==> config.mk <==
export PLATFORM = sky130hd
export DESIGN_NAME = divider_tick_scheduler_flat
export DESIGN_NICKNAME = d
export VERILOG_FILES = /design/src/rtl/divider_tick_scheduler_if.sv /design/src/rtl/divider_tick_scheduler.sv /design/src/flat_wrapper.sv
export SDC_FILE = /design/constraint.sdc
export NUM_CORES = 1
export LEC_CHECK = 0
export ABC_AREA = 0
export CAP_MARGIN = 20
export CORE_ASPECT_RATIO = 2
export CORE_MARGIN = 5
export CORE_UTILIZATION = 51
export DETAILED_ROUTE_END_ITERATION = 10
export PLACE_DENSITY_LB_ADDON = 0.3
export SETUP_SLACK_MARGIN = 0.05
export SYNTH_ARGS = -nofsm -noshare
export SYNTH_HDL_FRONTEND = slang
export SYNTH_SLANG_ARGS = --single-unit
==> constraint.sdc <==
create_clock -name clk -period 2 [get_ports clk]
set_input_delay 0.3 -clock clk [delete_from_list [all_inputs] [get_ports clk]]
set_output_delay 0.3 -clock clk [all_outputs]
set_load 0.02 [all_outputs]
==> src/rtl/divider_tick_scheduler_if.sv <==
// divider_tick_scheduler_if: valid/ready channel-configuration port of the tick scheduler.
interface divider_tick_scheduler_if #(
    parameter int LEN_W = 8
);
    logic             cfg_valid;
    logic             cfg_ready;
    logic [1:0]       cfg_ch;
    logic             cfg_start;
    logic [4:0]       cfg_tap;
    logic [LEN_W-1:0] cfg_len;
    modport master (output cfg_valid, cfg_ch, cfg_start, cfg_tap, cfg_len, input cfg_ready);
    modport slave (input cfg_valid, cfg_ch, cfg_start, cfg_tap, cfg_len, output cfg_ready);
endinterface

==> src/rtl/divider_tick_scheduler.sv <==
// divider_tick_scheduler: shared free-running prescaler feeding up to four tick-enable channels.
// One-shot tick counting and the done pulse exist only when DIV_SCHED_ONESHOT_EN is defined.
module divider_tick_scheduler #(
    parameter int CNT_W = 18,
    parameter int NCH   = 4,
    parameter int LEN_W = 8
) (
    input  logic                    clk,
    input  logic                    rstn,
    divider_tick_scheduler_if.slave cfg,
    output logic [NCH-1:0]          tick,
    output logic [NCH-1:0]          busy,
    output logic [NCH-1:0]          done,
    output logic [CNT_W-1:0]        prescale
);
`ifdef DIV_SCHED_ONESHOT_EN
    typedef enum logic [1:0] {IDLE, RUN, DN} state_t;
`else
    typedef enum logic {IDLE, RUN} state_t;
    logic w_unused_len;
    assign w_unused_len = ^cfg.cfg_len;
    assign done = '0;
`endif
    logic [CNT_W-1:0] r_pre;
    logic             r_ready;
    logic             w_acc;
    logic [4:0]       w_tap;
    assign w_acc         = cfg.cfg_valid && r_ready;
    assign w_tap         = (cfg.cfg_tap > 5'(CNT_W-1)) ? 5'(CNT_W-1) : cfg.cfg_tap;
    assign cfg.cfg_ready = r_ready;
    assign prescale      = r_pre;
    always_ff @(posedge clk) begin
        r_pre   <= rstn ? '0 : r_pre + 1'b1;
        r_ready <= !rstn && !w_acc;
    end
    for (genvar c = 0; c < NCH; c++) begin : g_ch
        state_t     r_state;
        logic [4:0] r_tap;
        logic       w_wr;
        logic       w_tick;
        assign w_wr    = w_acc && cfg.cfg_ch == 2'(c);
        // low tap+1 prescaler bits equal to 1<<tap: one hit per 2^(tap+1) cycles, shared phase
        assign w_tick  = r_state == RUN &&
                         (r_pre & ~(({CNT_W{1'b1}} << r_tap) << 1)) == (CNT_W'(1) << r_tap);
        assign tick[c] = w_tick;
        assign busy[c] = r_state == RUN;
`ifdef DIV_SCHED_ONESHOT_EN
        logic [LEN_W-1:0] r_rem;
        assign done[c] = r_state == DN;
        always_ff @(posedge clk) begin
            if (rstn) begin
                r_state <= IDLE;
                r_tap   <= '0;
                r_rem   <= '0;
            end else if (w_wr) begin
                r_state <= cfg.cfg_start ? RUN : IDLE;
                r_tap   <= cfg.cfg_start ? w_tap : r_tap;
                r_rem   <= cfg.cfg_start ? cfg.cfg_len : r_rem;
            end else if (r_state == DN) begin
                r_state <= IDLE;
            end else if (w_tick && r_rem == LEN_W'(1)) begin
                r_state <= DN;
            end else if (w_tick && r_rem > LEN_W'(1)) begin
                r_rem <= r_rem - 1'b1;
            end
        end
`else
        always_ff @(posedge clk) begin
            if (rstn) begin
                r_state <= IDLE;
                r_tap   <= '0;
            end else if (w_wr) begin
                r_state <= cfg.cfg_start ? RUN : IDLE;
                r_tap   <= cfg.cfg_start ? w_tap : r_tap;
            end
        end
`endif
    end
endmodule

==> src/flat_wrapper.sv <==
// flat-port wrapper written by rule: the top's interface ports become plain ports
module divider_tick_scheduler_flat 
#(
    parameter int CNT_W = 18,
    parameter int NCH   = 4,
    parameter int LEN_W = 8
)
  (clk, rstn, tick, busy, done, prescale, cfg_cfg_valid, cfg_cfg_ch, cfg_cfg_start, cfg_cfg_tap, cfg_cfg_len, cfg_cfg_ready);
  divider_tick_scheduler_if #(.LEN_W(LEN_W)) cfg_i ();
  input  logic clk;
  input  logic rstn;
  output logic [NCH-1:0] tick;
  output logic [NCH-1:0] busy;
  output logic [NCH-1:0] done;
  output logic [CNT_W-1:0] prescale;
  input wire logic [$bits(cfg_i.cfg_valid)-1:0] cfg_cfg_valid;
  input wire logic [$bits(cfg_i.cfg_ch)-1:0] cfg_cfg_ch;
  input wire logic [$bits(cfg_i.cfg_start)-1:0] cfg_cfg_start;
  input wire logic [$bits(cfg_i.cfg_tap)-1:0] cfg_cfg_tap;
  input wire logic [$bits(cfg_i.cfg_len)-1:0] cfg_cfg_len;
  output wire logic [$bits(cfg_i.cfg_ready)-1:0] cfg_cfg_ready;
  assign cfg_i.cfg_valid = cfg_cfg_valid;
  assign cfg_i.cfg_ch = cfg_cfg_ch;
  assign cfg_i.cfg_start = cfg_cfg_start;
  assign cfg_i.cfg_tap = cfg_cfg_tap;
  assign cfg_i.cfg_len = cfg_cfg_len;
  assign cfg_cfg_ready = cfg_i.cfg_ready;
  divider_tick_scheduler #(.CNT_W(CNT_W), .NCH(NCH), .LEN_W(LEN_W)) u_core (.clk(clk), .rstn(rstn), .cfg(cfg_i), .tick(tick), .busy(busy), .done(done), .prescale(prescale));
endmodule
==> flow_metrics.tcl <==
set metrics [dict create \
    cell_area_after_technology_mapping_sq_mm 0.003643 \
    maxSlewHeadroom 0.6342 \
    cp.required_ns 1.70 \
    hold_viol_final 0 \
    synth.mux.area_fraction 0.08757 \
    worst_r2r_endpoint "u_core.prescale[13]" \
    pwr_density_cell_mw_per_mm2 389.1 \
    status "finished, violations left" \
    maximum_clock_frequency_mhz 416.6 \
    post_synth_fa_ha_maj_area_fraction 0.006181 \
    ctsHtreeMaxLevel 2 \
    final_max_slew_viol_count 0 \
    routedWlPerCell_um 20.28 \
    netlist_top_cells_area "dfxtp_1 (24%), mux2i_1 (6.6%), nor2_1 (5.6%), a21oi_1 (5.2%), o21ai_0 (4.3%)" \
    share_of_synthesized_cell_area_in_and_or_nand_and_nor_gates 0.2891 \
    num_vias 4594 \
    clkLatencyLatePin_ns 0.29 \
    placer_congestion 0.9571 \
    worstPathArrival_ns 2.10 \
    fp.dieH_um 129.5 \
    synth_compound_gate_area_share 0.2373 \
    worst_hold_path.endpoint "u_core.g_ch[3].r_state" \
    worst_r2r_startpoint "u_core.prescale[2]" \
    criticalPathCategory "register to output port" \
    io_pins 50 \
    design.core.area_sq_mm 0.006940 \
    synth.largest_area_cell "dfxtp_1" \
    clk_pin_slew_worst_paths_ns 0.06 \
    portion_of_the_post_synthesis_area_used_by_sequential_elements 0.2363 \
    postRouteWirelength_um 14360 \
    yosys.cell_count.top_type "nor2_1" \
    maximum_number_of_pins_on_one_net_before_global_route_repair 38 \
    sequentialPowerShare 0.430 \
    drive_gt1_frac 0.3398 \
    grt_first_pass_wirelength_um 22380 \
    fillerInstances 515 \
    port_buffers 37 \
    yosysTopAreaCellShare 0.2363 \
    synthCells 497 \
    min-delay-path-class "register to register" \
    final.setup_skew_ns 0.006339 \
    clock_path_buffers 2 \
    period_needed_ns 2.400 \
    maximum_fanout_encountered_on_the_critical_timing_path 5 \
    detail_route.iter0.violations 436 \
    regArea_sq_um 912.1 \
    multi_input_gate_area_in_the_final_layout_sq_mm 0.002532 \
    grt_setup_unrepaired "yes" \
    cts.hold.buffers_added 0 \
    tritoncts_clock_tree "yes" \
    async_flop_share 0 \
    synth_top_family_by_area "simple AND/OR/NAND/NOR gates" \
    violations_in_the_final_reports "setup timing" \
    number_of_cells_on_the_worst_reg_to_reg_path 7 \
    final_antenna_net_count 0 \
    floorplan.die_area_sq_mm 0.009037 \
    rows 43 \
    regToRegSetupSlack_ns 0.14 \
    antenna_cells_inserted 0 \
    synthXorXnorAreaFrac 0.03606 \
    setup_slack_of_the_critical_path_after_layout_ns -0.4003 \
    antenna_found_initial 0 \
    whs_path_depth 2 \
    power.leakage_nw 2.219 \
    internal_power_mw 1.532 \
    numCtsBuffers 5 \
    worstSetupEndpointType "output port" \
    clkSinkCount 43 \
    grt_overflow 0 \
    place_area_sq_mm 0.004877 \
    clock-root-buffer "clkbuf_16" \
    finish.net_count 637 \
    min_from "u_core.g_ch[3].r_state" \
    power_frac_comb 0.145 \
    areaGrowthSynthToFinish_pct 44.71 \
    layout.cell_area.non_filler_sq_mm 0.005273 \
    finalSetupViolations 4 \
    globalRouteTotalUtil 0.3104 \
    floorplan.initialDensity 0.5250 \
    period_utilisation_layout 1.200 \
    dpl.hpwl_um 10480 \
    max_slew.worst_pin.slew_ns 0.5410 \
    post_drt_via_cell_ratio 6.489 \
    avgSynthCellArea_sq_um 7.331 \
    max-vdd-ir-drop_mv 0.6169 \
    most_instantiated_flip_flop_cell_in_the_synthesis_netlist "dfxtp_1" \
    place_worst_setup_slack_ns -0.6689 \
    synthDistinctLibCells 66 \
    power.share.switching 0.2532 \
    synth_common_cells "nor2_1 (54), dfxtp_1 (43), a21oi_1 (38), clkbuf_1 (35), o21ai_0 (31)" \
    max-cap-violations 0 \
    synth.yosys.warnings 0 \
    drt-pass1-iter-count 5 \
    p_switching_uw 519.3 \
    clock_share_of_power 0.425 \
    grt_pass1_vias 4617 \
    synth_edf_count 0 \
    yosys_register_bits 43 \
    die_width_um 69.77 \
    cp-start-kind "register" \
    route.detailed.drc 0 \
]
==> what timing repair did <==
| action | 4_1_cts | 5_1_grt |
|---|---|---|
| buffers inserted | 5 | 4 |
| gates resized for setup | 55 | 33 |
| hold endpoints to repair | 0 | 0 |
| setup endpoints to repair | 5 | 10 |
| pin swaps | 8 | 7 |
==> layer usage <==
layer  track usage  up-vias  wire length (um)
met5             0        -                 0
met4        0.2314        0              1050
met3       0.05280       87              1085
met2        0.5622      312              7317
met1        0.3134     2139              4903
li1              -     2056                 -
==> per-stage QoR <==
stage	cells	util	setup TNS, ns	hold WS, ns	total power [mW]
detailed placement	691	0.7027	-2.143	0.4913	1.185
CTS	704	0.7435	-1.395	0.5088	2.059
floorplan	500	-	0	0.3959	1.051
global placement	691	0.7027	-2.041	0.4881	1.180
global route	708	0.7597	-1.518	0.5462	2.117
finish	708	0.7597	-1.277	0.5030	2.051
==> layout make-up <==
| type | instances | share of cell area |
|---|---|---|
| Timing Repair Buffer | 180 | 0.2893 |
| Inverter | 9 | 0.006407 |
| Clock buffer | 8 | 0.02966 |
| Tap cell | 90 | 0.02136 |
| Sequential cell | 43 | 0.1730 |
| Multi-Input combinational cell | 378 | 0.4803 |
==> cell usage in the layout, fill, tap and decap left out, types with 5 or more instances in the layout <==
cell type        instances
a21oi_1                 37
buf_12                   5
buf_4                  134
buf_6                    7
clkbuf_16                5
clkdlybuf4s50_1         31
dfxtp_1                 20
dfxtp_2                 14
dfxtp_4                  9
inv_1                    8
mux2_2                   5
mux2i_1                 24
nand2_1                 29
nand3_1                 15
nand3b_1                 9
nand4_1                 12
nor2_1                  52
nor2b_1                  8
nor3_1                  11
nor3b_1                  7
nor4b_1                  9
o21ai_0                 27
o21ai_1                  5
or3_1                    6
xnor2_1                  7
xor2_1                   8
==> worst max path at each step <==
stage                                 start       to  slack, ns  cells after the start
floorplan           u_core.g_ch[1].r_tap[3]  tick[1]       0.01                      7
global placement    u_core.g_ch[1].r_tap[1]  tick[1]      -0.64                      6
detailed placement  u_core.g_ch[1].r_tap[1]  tick[1]      -0.67                      6
CTS                     u_core.prescale[14]  tick[0]      -0.40                      6
global route            u_core.prescale[14]  tick[0]      -0.45                      6
finish                   u_core.prescale[5]  tick[1]      -0.40                      6
==> registers in the layout (all words and copies together), names as in the netlist <==
signal	cells
u_core.g_ch.r_state	4
u_core.cfg.cfg_ready	1
u_core.prescale	18
u_core.g_ch.r_tap	20
==> critical path: stages (launching register included) <==
cell and delay (ns):
dfxtp_4 0.36, a22o_1 0.24, a22oi_1 0.16, o211ai_1 0.12
or4_1 0.54, nor4_2 0.19, buf_4 0.19
==> power by group through the flow <==
stage / sequential, mW / clock, mW / combinational (mW)
floorplan: 0.906 / 0 / 0.145
global placement: 0.908 / 0 / 0.273
detailed placement: 0.908 / 0 / 0.277
CTS: 0.885 / 0.885 / 0.288
global route: 0.882 / 0.921 / 0.315
finish: 0.881 / 0.872 / 0.298
==> cells by family after synthesis <==
group           after synthesis
buf+inv                      79
compound gates              133
xor+xnor                     15
mux                          30
other cells                   1
flops                        43
fa+ha+maj                     2
simple gates                194
Note: power is estimated with default switching activity, not from simulation.
